File: src/rtl/common.sv
// Shared constants and types for the execute/memory stages: branch and
// load/store funct3 encodings, the LSU state enum and lane helpers.
package common;

  localparam logic [2:0] BEQ  = 3'b000;
  localparam logic [2:0] BNE  = 3'b001;
  localparam logic [2:0] BLT  = 3'b100;
  localparam logic [2:0] BGE  = 3'b101;
  localparam logic [2:0] BLTU = 3'b110;
  localparam logic [2:0] BGEU = 3'b111;

  localparam logic [2:0] LB  = 3'b000;
  localparam logic [2:0] LH  = 3'b001;
  localparam logic [2:0] LW  = 3'b010;
  localparam logic [2:0] LBU = 3'b100;
  localparam logic [2:0] LHU = 3'b101;
  localparam logic [2:0] SB  = 3'b000;
  localparam logic [2:0] SH  = 3'b001;
  localparam logic [2:0] SW  = 3'b010;

  typedef enum logic [1:0] {
    LSU_IDLE = 2'd0,
    LSU_REQ  = 2'd1,
    LSU_WAIT = 2'd2,
    LSU_RESP = 2'd3
  } lsu_state_type;

  typedef struct packed {
    logic        we;
    logic [2:0]  size;
    logic [31:0] addr;
    logic [31:0] wdata;
    logic [4:0]  rd;
  } lsu_op_type;

  // funct3[1:0] encodes access width for both loads and stores
  function automatic logic [3:0] lane_mask(input logic [1:0] sz, input logic [1:0] off);
    case (sz)
      2'b00:   lane_mask = 4'b0001 << off;
      2'b01:   lane_mask = off[1] ? 4'b1100 : 4'b0011;
      default: lane_mask = 4'b1111;
    endcase
  endfunction

  function automatic logic [31:0] store_lanes(input logic [1:0] sz, input logic [31:0] data);
    case (sz)
      2'b00:   store_lanes = {4{data[7:0]}};
      2'b01:   store_lanes = {2{data[15:0]}};
      default: store_lanes = data;
    endcase
  endfunction

  function automatic logic size_illegal(input logic we, input logic [2:0] f3);
    if (we) begin
      size_illegal = (f3 >= 3'b011);
    end else begin
      size_illegal = (f3 == 3'b011) || (f3 == 3'b110) || (f3 == 3'b111);
    end
  endfunction

  function automatic logic is_misaligned(input logic [1:0] sz, input logic [1:0] off);
    is_misaligned = ((sz == 2'b01) && off[0]) || ((sz == 2'b10) && (off != 2'b00));
  endfunction

endpackage

File: src/rtl/load_align.sv
// Extracts the addressed byte/half/word from a read word and sign- or
// zero-extends it according to the load funct3.
module load_align
  import common::*;
(
  input  logic [2:0]  funct3,
  input  logic [1:0]  offset,
  input  logic [31:0] rdata,
  output logic [31:0] data
);

  logic [7:0]  byte_s;
  logic [15:0] half_s;

  // Lane selection followed by extension
  always_comb begin
    byte_s = rdata[{offset, 3'b000} +: 8];
    half_s = offset[1] ? rdata[31:16] : rdata[15:0];
    case (funct3)
      LB:      data = {{24{byte_s[7]}}, byte_s};
      LH:      data = {{16{half_s[15]}}, half_s};
      LW:      data = rdata;
      LBU:     data = {24'h000000, byte_s};
      LHU:     data = {16'h0000, half_s};
      default: data = 32'h0000_0000;
    endcase
  end

endmodule

File: src/rtl/load_store_unit.sv
// Memory-access stage: one operation in flight over a req/gnt/rvalid port,
// returning aligned load data or store completion, with error reporting.
module load_store_unit
  import common::*;
#(
  parameter int TIMEOUT_CYCLES = 16
) (
  input  logic        clk,
  input  logic        rst,
  input  logic        req_valid,
  output logic        req_ready,
  input  logic        ctrl_mem_write,
  input  logic        ctrl_mem2reg,
  input  logic [2:0]  ctrl_word_size,
  input  logic [31:0] addr,
  input  logic [31:0] store_data,
  input  logic [4:0]  rd_addr,
  output logic        mem_req,
  output logic        mem_we,
  output logic [31:0] mem_addr,
  output logic [31:0] mem_wdata,
  output logic [3:0]  mem_be,
  input  logic        mem_gnt,
  input  logic        mem_rvalid,
  input  logic [31:0] mem_rdata,
  output logic        resp_valid,
  output logic [31:0] resp_data,
  output logic [4:0]  resp_rd,
  output logic        resp_reg_write,
  output logic        resp_error,
  output logic        resp_misaligned
);

  localparam int CW = $clog2(TIMEOUT_CYCLES);

  lsu_state_type state_r, state_nx_s;
  lsu_op_type    op_r, op_s;
  logic [CW-1:0] cnt_r;
  logic          accept_s, illegal_s, misal_s, timeout_s;
  logic          err_nx_s, mis_nx_s, reg_wr_nx_s;
  logic [31:0]   data_nx_s, aligned_s;

  load_align u_align (
    .funct3 (op_r.size),
    .offset (op_r.addr[1:0]),
    .rdata  (mem_rdata),
    .data   (aligned_s)
  );

  assign req_ready = (state_r == LSU_IDLE) && !rst;
  assign accept_s  = req_valid && req_ready && (ctrl_mem_write || ctrl_mem2reg);
  assign timeout_s = (cnt_r == CW'(TIMEOUT_CYCLES - 1));

  // Next-state, operation capture and response selection
  always_comb begin
    state_nx_s  = state_r;
    op_s        = op_r;
    illegal_s   = 1'b0;
    misal_s     = 1'b0;
    err_nx_s    = 1'b0;
    mis_nx_s    = 1'b0;
    reg_wr_nx_s = 1'b0;
    data_nx_s   = 32'h0000_0000;
    case (state_r)
      LSU_IDLE: begin
        if (accept_s) begin
          op_s.we    = ctrl_mem_write;
          op_s.size  = ctrl_word_size;
          op_s.addr  = addr;
          op_s.wdata = store_data;
          op_s.rd    = rd_addr;
          illegal_s  = size_illegal(ctrl_mem_write, ctrl_word_size);
          misal_s    = is_misaligned(ctrl_word_size[1:0], addr[1:0]);
          if (illegal_s || misal_s) begin
            state_nx_s = LSU_RESP;
            err_nx_s   = 1'b1;
            mis_nx_s   = misal_s && !illegal_s;
          end else begin
            state_nx_s = LSU_REQ;
          end
        end else begin
          state_nx_s = LSU_IDLE;
        end
      end
      LSU_REQ: begin
        // A store grant on the last allowed cycle still counts as completion
        if (mem_gnt && op_r.we) begin
          state_nx_s = LSU_RESP;
        end else if (timeout_s) begin
          state_nx_s = LSU_RESP;
          err_nx_s   = 1'b1;
        end else if (mem_gnt) begin
          state_nx_s = LSU_WAIT;
        end else begin
          state_nx_s = LSU_REQ;
        end
      end
      LSU_WAIT: begin
        if (mem_rvalid) begin
          state_nx_s  = LSU_RESP;
          data_nx_s   = aligned_s;
          reg_wr_nx_s = 1'b1;
        end else if (timeout_s) begin
          state_nx_s = LSU_RESP;
          err_nx_s   = 1'b1;
        end else begin
          state_nx_s = LSU_WAIT;
        end
      end
      LSU_RESP: state_nx_s = LSU_IDLE;
      default:  state_nx_s = LSU_IDLE;
    endcase
  end

  // State, captured operation, timeout counter and registered outputs
  always_ff @(posedge clk) begin
    if (rst) begin
      state_r         <= LSU_IDLE;
      op_r            <= '0;
      cnt_r           <= '0;
      mem_req         <= 1'b0;
      mem_we          <= 1'b0;
      mem_addr        <= 32'h0000_0000;
      mem_wdata       <= 32'h0000_0000;
      mem_be          <= 4'b0000;
      resp_valid      <= 1'b0;
      resp_data       <= 32'h0000_0000;
      resp_rd         <= 5'd0;
      resp_reg_write  <= 1'b0;
      resp_error      <= 1'b0;
      resp_misaligned <= 1'b0;
    end else begin
      state_r <= state_nx_s;
      op_r    <= op_s;
      if ((state_nx_s == LSU_REQ) && (state_r != LSU_REQ)) begin
        cnt_r <= '0;
      end else if ((state_r == LSU_REQ) || (state_r == LSU_WAIT)) begin
        cnt_r <= cnt_r + CW'(1);
      end else begin
        cnt_r <= cnt_r;
      end
      mem_req   <= (state_nx_s == LSU_REQ);
      mem_we    <= (state_nx_s == LSU_REQ) && op_s.we;
      mem_addr  <= (state_nx_s == LSU_REQ) ? {op_s.addr[31:2], 2'b00} : 32'h0000_0000;
      mem_be    <= (state_nx_s == LSU_REQ) ? lane_mask(op_s.size[1:0], op_s.addr[1:0]) : 4'b0000;
      mem_wdata <= ((state_nx_s == LSU_REQ) && op_s.we) ?
                   store_lanes(op_s.size[1:0], op_s.wdata) : 32'h0000_0000;
      resp_valid      <= (state_nx_s == LSU_RESP);
      resp_data       <= data_nx_s;
      resp_rd         <= (state_nx_s == LSU_RESP) ? op_s.rd : 5'd0;
      resp_reg_write  <= reg_wr_nx_s;
      resp_error      <= err_nx_s;
      resp_misaligned <= mis_nx_s;
    end
  end

endmodule

File: config.mk
export PLATFORM = sky130hd
export DESIGN_NAME = load_store_unit
export DESIGN_NICKNAME = d
export VERILOG_FILES = /design/src/rtl/common.sv /design/src/rtl/load_align.sv /design/src/rtl/load_store_unit.sv
export SDC_FILE = /design/constraint.sdc
export NUM_CORES = 1
export LEC_CHECK = 0
export BUFFER_PORTS_ARGS = -buffer_cell sky130_fd_sc_hd__buf_2
export CORE_MARGIN = 5
export CORE_UTILIZATION = 29
export CTS_CLUSTER_SIZE = 12
export DETAILED_ROUTE_END_ITERATION = 6
export PLACE_DENSITY = 0.56
export SYNTH_ARGS = -nofsm -noshare
export SYNTH_HDL_FRONTEND = slang
export SYNTH_SLANG_ARGS = --single-unit
File: constraint.sdc
create_clock -name clk -period 2.6 [get_ports clk]
set_input_delay 0.26 -clock clk [delete_from_list [all_inputs] [get_ports clk]]
set_output_delay 0.26 -clock clk [all_outputs]
set_load 0.03 [all_outputs]
# Word level (Yosys, flattened, before mapping)

Index checks and enable logic that the tools add are counted.

Register bits: 190
Input bits: 111
Output and inout port bits: 112
Logic and storage cells: 103

Add/sub/neg operators: 1
$lt $le $gt $ge: 1
Equal/unequal tests: 17
Shift-type cells: 2
Mux-type cells: 25
Bitwise logic cells: 8
Reductions and logical operators: 29

Operator list:

| cell                                                                   | number |
|---|---|
| 32-bit one-hot mux with 5 select lines                                 | 1 |
| 73-bit two-way mux                                                     | 2 |
| 32-bit one-hot mux with 2 select lines                                 | 1 |
| 32-bit by 6-bit indexed part select with 8-bit output                  | 1 |
| 16-bit two-way mux                                                     | 1 |
| 3-bit equality test (second input constant)                            | 4 |
| 1-bit two-way mux                                                      | 11 |
| 2-bit two-way mux                                                      | 5 |
| 2-bit OR reduction                                                     | 5 |
| 1-bit logical AND                                                      | 9 |
| 2-bit by 1-bit equality test with 1-bit output (second input constant) | 4 |
| 2-bit equality test (second input constant)                            | 4 |
| 1-bit inverter                                                         | 8 |
| 2-bit one-hot mux with 4 select lines                                  | 1 |
| 4-bit one-hot mux with 2 select lines                                  | 1 |
| 3-bit by 2-bit equality test with 1-bit output (second input constant) | 2 |
| 1-bit logical OR                                                       | 6 |
| 4-bit by 1-bit adder with 4-bit output (second input constant)         | 1 |
| 4-bit equality test (second input constant)                            | 1 |
| 2-bit logical NOT                                                      | 2 |
| 4-bit two-way mux                                                      | 1 |
| 4-bit OR reduction                                                     | 1 |
| 1-bit by 2-bit << shifter with 4-bit output (first input constant)     | 1 |
| 3-bit by 1-bit equality test with 1-bit output (second input constant) | 1 |
| other kinds (8)                                                        | 9 |

# Logic depth before layout (Yosys ltp)

Depth in word-level cells: 14
Depth in mapped cells: 9
Depth with buffers taken out: 6

# Hierarchy

Synthesis repeated with hierarchy kept, for this count alone.

Cells, all modules: 855
Area, all modules: 7649.8 um2

By module, submodules not included:

| module          | instances | cells an instance | area an instance (um2) | sequential area each (um2) |
|---|---|---|---|---|
| load_store_unit | 1         | 747               | 6887.9                 | 3763.6 |
| load_align      | 1         | 108               | 762.0                  | 0.0 |

# Worst setup path after synthesis

OpenSTA, ideal clock, no wires.

Path type: input-to-reg
Start point: input ctrl_word_size[0]
End point: register mem_wdata[13]
Setup time: 88 ps
Arrival time: 1968 ps
Required time: 2512 ps
Setup slack: 543 ps
Stages: 6
Path buffers: 2
Cell sequence: clkbuf_1 -> or4_1 -> a2111o_1 -> a211o_1 -> buf_6 -> a311oi_2

Word-level cells in the longest chain between the ends: 14

Ends and longest elaborated chain:

| what                                                                                                    | line                   | RTL |
|---|---|---|
| from (decl)                                                                                             | load_store_unit.sv:14  | `input logic [2:0] ctrl_word_size,` |
| parallel branches: the longest is 14 deep, another holds 3-bit by 2-bit >= comparator with 1-bit output | -                      |  |
| to (signal assigned)                                                                                    | load_store_unit.sv:146 | `mem_wdata <= ((state_nx_s == LSU_REQ) && op_s.we) ?` |
| to (decl)                                                                                               | load_store_unit.sv:21  | `output logic [31:0] mem_wdata,` |

Parallel ways; which one is timed is not known. The select of a mux whose other input is x is not followed.
A chain may end at the register's enable or synchronous reset.

# Worst setup path after layout

Start point: register state_r[0]
End point: register mem_wdata[10]

Word-level cells in the longest chain between the ends: 10

Ends and longest elaborated chain:

| what                                           | line                                         | RTL |
|---|---|---|
| from (decl)                                    | load_store_unit.sv:36                        | `lsu_state_type state_r, state_nx_s;` |
| from (signal assigned)                         | load_store_unit.sv:133                       | `state_r <= state_nx_s;` |
| 2-bit logical NOT                              | load_store_unit.sv:50, load_store_unit.sv:64 |  |
| 1-bit logical AND                              | load_store_unit.sv:50                        | `assign req_ready = (state_r == LSU_IDLE) && !rst;` |
| 1-bit logical AND (2 in series)                | load_store_unit.sv:51                        | `assign accept_s = req_valid && req_ready && (ctrl_mem_write \|\| ctrl_mem2reg);` |
| 2-bit two-way mux                              | load_store_unit.sv:66                        | `if (accept_s) begin` |
| 2-bit one-hot mux with 4 select lines          | load_store_unit.sv:64                        | `case (state_r)` |
| 2-bit by 1-bit equality test with 1-bit output | load_store_unit.sv:146                       |  |
| 1-bit logical AND                              | load_store_unit.sv:146                       |  |
| 1-bit inverter (no source line)                | -                                            |  |
| 2-bit OR reduction (no source line)            | -                                            |  |

Parallel ways exist; a longest one is shown, timed or not.

==> metrics.yaml <==
outcome: "finished clean"
synthMuxAreaShare: 0.0800
firstDrtPassIters: 7
clkSinkCount: 188
placement_rows: 58
timing.hold.worst.start: "addr[3]"
slew_viol_final: 0
design.die.area_um2: 28300
finalSetupViolCount: 0
die_x_um: 168
synth_xor_area_frac: 0.00482
grt_first_pass_wirelength_um: 34800
core_region_area_um2: 25000
grt_antenna_before_repair: 4
timing.critical_path.fanout_max: 33
path_depth_of_the_worst_reg2reg_path: 7
worst_r2r_startpoint: "state_r[0]"
post_synth_main_area_contributors: "dfxtp_1 52%, nand2_1 9.3%, a21oi_1 6.7%, mux2i_1 5.4%, nor2_1 2.9%"
timing.hold.worst_path_depth: 3
detail_route.wirelength_um: 22100
die_h_um: 168
power.density_nw_per_um2: 684
reg2reg_setup_slack_ps: 360
grt_total_ovfl: 0
worstReg2RegEnd: "mem_wdata[10]"
postSynth.asyncResetShare: 0
cp-start-kind: "flip-flop"
fin_hold_ws_ps: 40.3
count_of_buffering_cells_on_the_critical_path_with_inverters_included: 2
slowest_stage_delay_on_critical_path_ps: 380
largest_net_degree_at_the_start_of_global_routing: 50
io_buffers: 220
max-slew-margin-rel: 0.428
fmax_ghz: 0.447
syn2layout_area_growth_pct: 29.3
yosysSeqAreaShare: 0.518
arrival_ps: 2560
critPathTopFamily: "compound AO/OA/AOI/OAI gates"
clock-skew-final_ps: 11.9
totalPowerFinal_w: 0.00643
post_synth_inst_count: 821
setup_repair_after_global_routing_missed_its_margin: "no"
synth.yosys.warnings: 0
number_of_h_tree_levels: 4
crit_slowest_cell: "a311oi_1"
synth.top_cell.area_share: 0.518
numCtsBuffers: 17
finalNetCount: 1145
yosys_register_bits: 188
tritoncts: "done"
clk_lat_worst_skew_ps: 430
post_cts_resized: 0
wire_per_inst_um: 16.1
share_of_post_route_cells_with_drive_strength_above_1: 0.305
number_of_buffers_inserted_for_hold_repair_after_clock_tree_synthesis: 0
path_common_cell: "a311oi_1"
synth_simple_gate_area_share: 0.180
drt_iter0_drc: 536
place.detailed.hpwl_um: 15500
globalplace.congestion: 0.760
synth_area_um2: 7270
dominantRegCellSynth: "dfxtp_1"
path_cells: "inv_1, ha_1, a311oi_1, nand3_1, a211o_1, buf_4, a311oi_1"
worst_ep_required_time_ps: 2920
finalNonFillerCells: 1374
timing.critical_path.to_type: "flip-flop"
worst-path-stages: 7
detail_route.drc_violations: 0
worst_setup_hold_path_clk_slew_ps: 70
worst_hold_endpoint: "op_r[40]"
post_route_fraction_of_the_period_consumed_by_the_critical_path: 0.860
dp_cells: 1339
routed_via_density: 4.69
boundaryPins: 223
post_synth_num_cell_types: 48
initial_core_util: 0.291
hold_path.class: "input pin to flip-flop"
max_cap_violations: 0
ctsLongestPathBuffers: 2
final-hold-violation-count: 0
post_synth_edffs: 0
synth_most_common_cell: "dfxtp_1"
synth_top_family_by_area: "simple AND/OR/NAND/NOR gates"
global_route.usage.total: 0.153
dr_total_vias: 6440
tightestPinTransition_ps: 857
crit_type: "flip-flop to flip-flop"
final_period_minus_worst_setup_slack_ps: 2240
syn_avg_cell_area_um2: 8.85
p_leak_nw: 4.08
final.setup.tns_ps: 0
library_cell_with_the_largest_summed_area_after_synthesis: "dfxtp_1"
synth_compound_area_frac: 0.167
cts.root.buffer_cell: "clkbuf_16"
cts.repair_timing.setup_buffer_count: 0
final_antenna_net_count: 0
worst_ir_drop_vdd_mv: 0.396
number_of_global_route_vias_before_repair: 6302
post_synth_fa_ha_maj_area_fraction: 0.0103
synth_top_cells_by_count: "188 x dfxtp_1, 181 x nand2_1, 98 x a21oi_1"
## worst reg2reg max path, cell delays in order, from the launching register on
cell	delay (ps)
dfxtp_1	370
inv_1	90
ha_1	260
a311oi_1	380
nand3_1	150
a211o_1	300
buf_4	270
a311oi_1	310
## cell usage in the layout (no fill, tap or decap), types with 17 or more instances in the layout
cell type,count
clkbuf_16,17
nor2b_1,18
nor2_1,56
a21oi_1,98
buf_4,26
o21ai_0,26
nand2_1,181
dfxtp_1,187
nand3_1,34
buf_2,220
mux2i_1,39
## how the worst max path moves through the flow
stage / start / to / slack [ps]
finish: state_r[0] / mem_wdata[10] / 360
global route: state_r[0] / mem_addr[27] / 160
CTS: state_r[0] / mem_wdata[10] / 370
detailed placement: ctrl_word_size[2] / mem_addr[20] / 250
global placement: ctrl_word_size[2] / mem_addr[26] / 300
floorplan: ctrl_word_size[0] / mem_wdata[13] / 540
## metal layers
| metal | wire, µm | global-route usage |
|---|---|---|
| met4 | 497 | 0.0526 |
| met1 | 10400 | 0.202 |
| met3 | 1290 | 0.0411 |
| met2 | 9970 | 0.242 |
| met5 | 13 | 0 |
## sequential cells by signal, summed over array words and instances, names as in the netlist
| signal | count |
|---|---|
| mem_req | 1 |
| resp_valid | 1 |
| op_r | 73 |
| resp_rd | 5 |
| mem_be | 4 |
| resp_reg_write | 1 |
| mem_we | 1 |
| mem_wdata | 32 |
| resp_misaligned | 1 |
| resp_data | 32 |
| state_r | 2 |
| resp_error | 1 |
| mem_addr | 30 |
| cnt_r | 4 |
## where the power goes
group | internal, W | leakage [nW] | switching [W]
clock | 0.00149 | 0.291 | 0.00119
sequential | 0.00297 | 1.52 | 0.0000468
combinational | 0.000279 | 2.27 | 0.000458
## layout make-up
type / count / area, µm²
tap: 330 / 413
clock buffer: 21 / 460
timing repair buffer: 249 / 1360
fill: 2580 / 15600
inverter: 8 / 30.0
multi-input combinational: 564 / 3240
sequential: 188 / 3760
antenna: 3 / 7.51
clock inverter: 11 / 133
## through the flow
stage | instance area (µm²) | worst slack, ps | utilization
3_3_place_gp | 8800 | 304 | 0.352
6_report | 9400 | 364 | 0.377
5_1_grt | 9400 | 158 | 0.377
2_1_floorplan | 7270 | 543 | -
4_1_cts | 9390 | 371 | 0.376
3_5_place_dp | 8800 | 249 | 0.352
## cells by family (layout without fill, tap and decap cells)
kind of cell               Yosys count  in the layout
muxes                               55             55
buffers and inverters               70            289
adders and majority gates            6              6
DFF                                188            188
and+or+nand+nor                    312            312
AOI/OAI and AO/OA                  185            185
xor gates and xnor gates             4              4
other                                1              5
No activity file was read; power rests on OpenSTA's default activity.
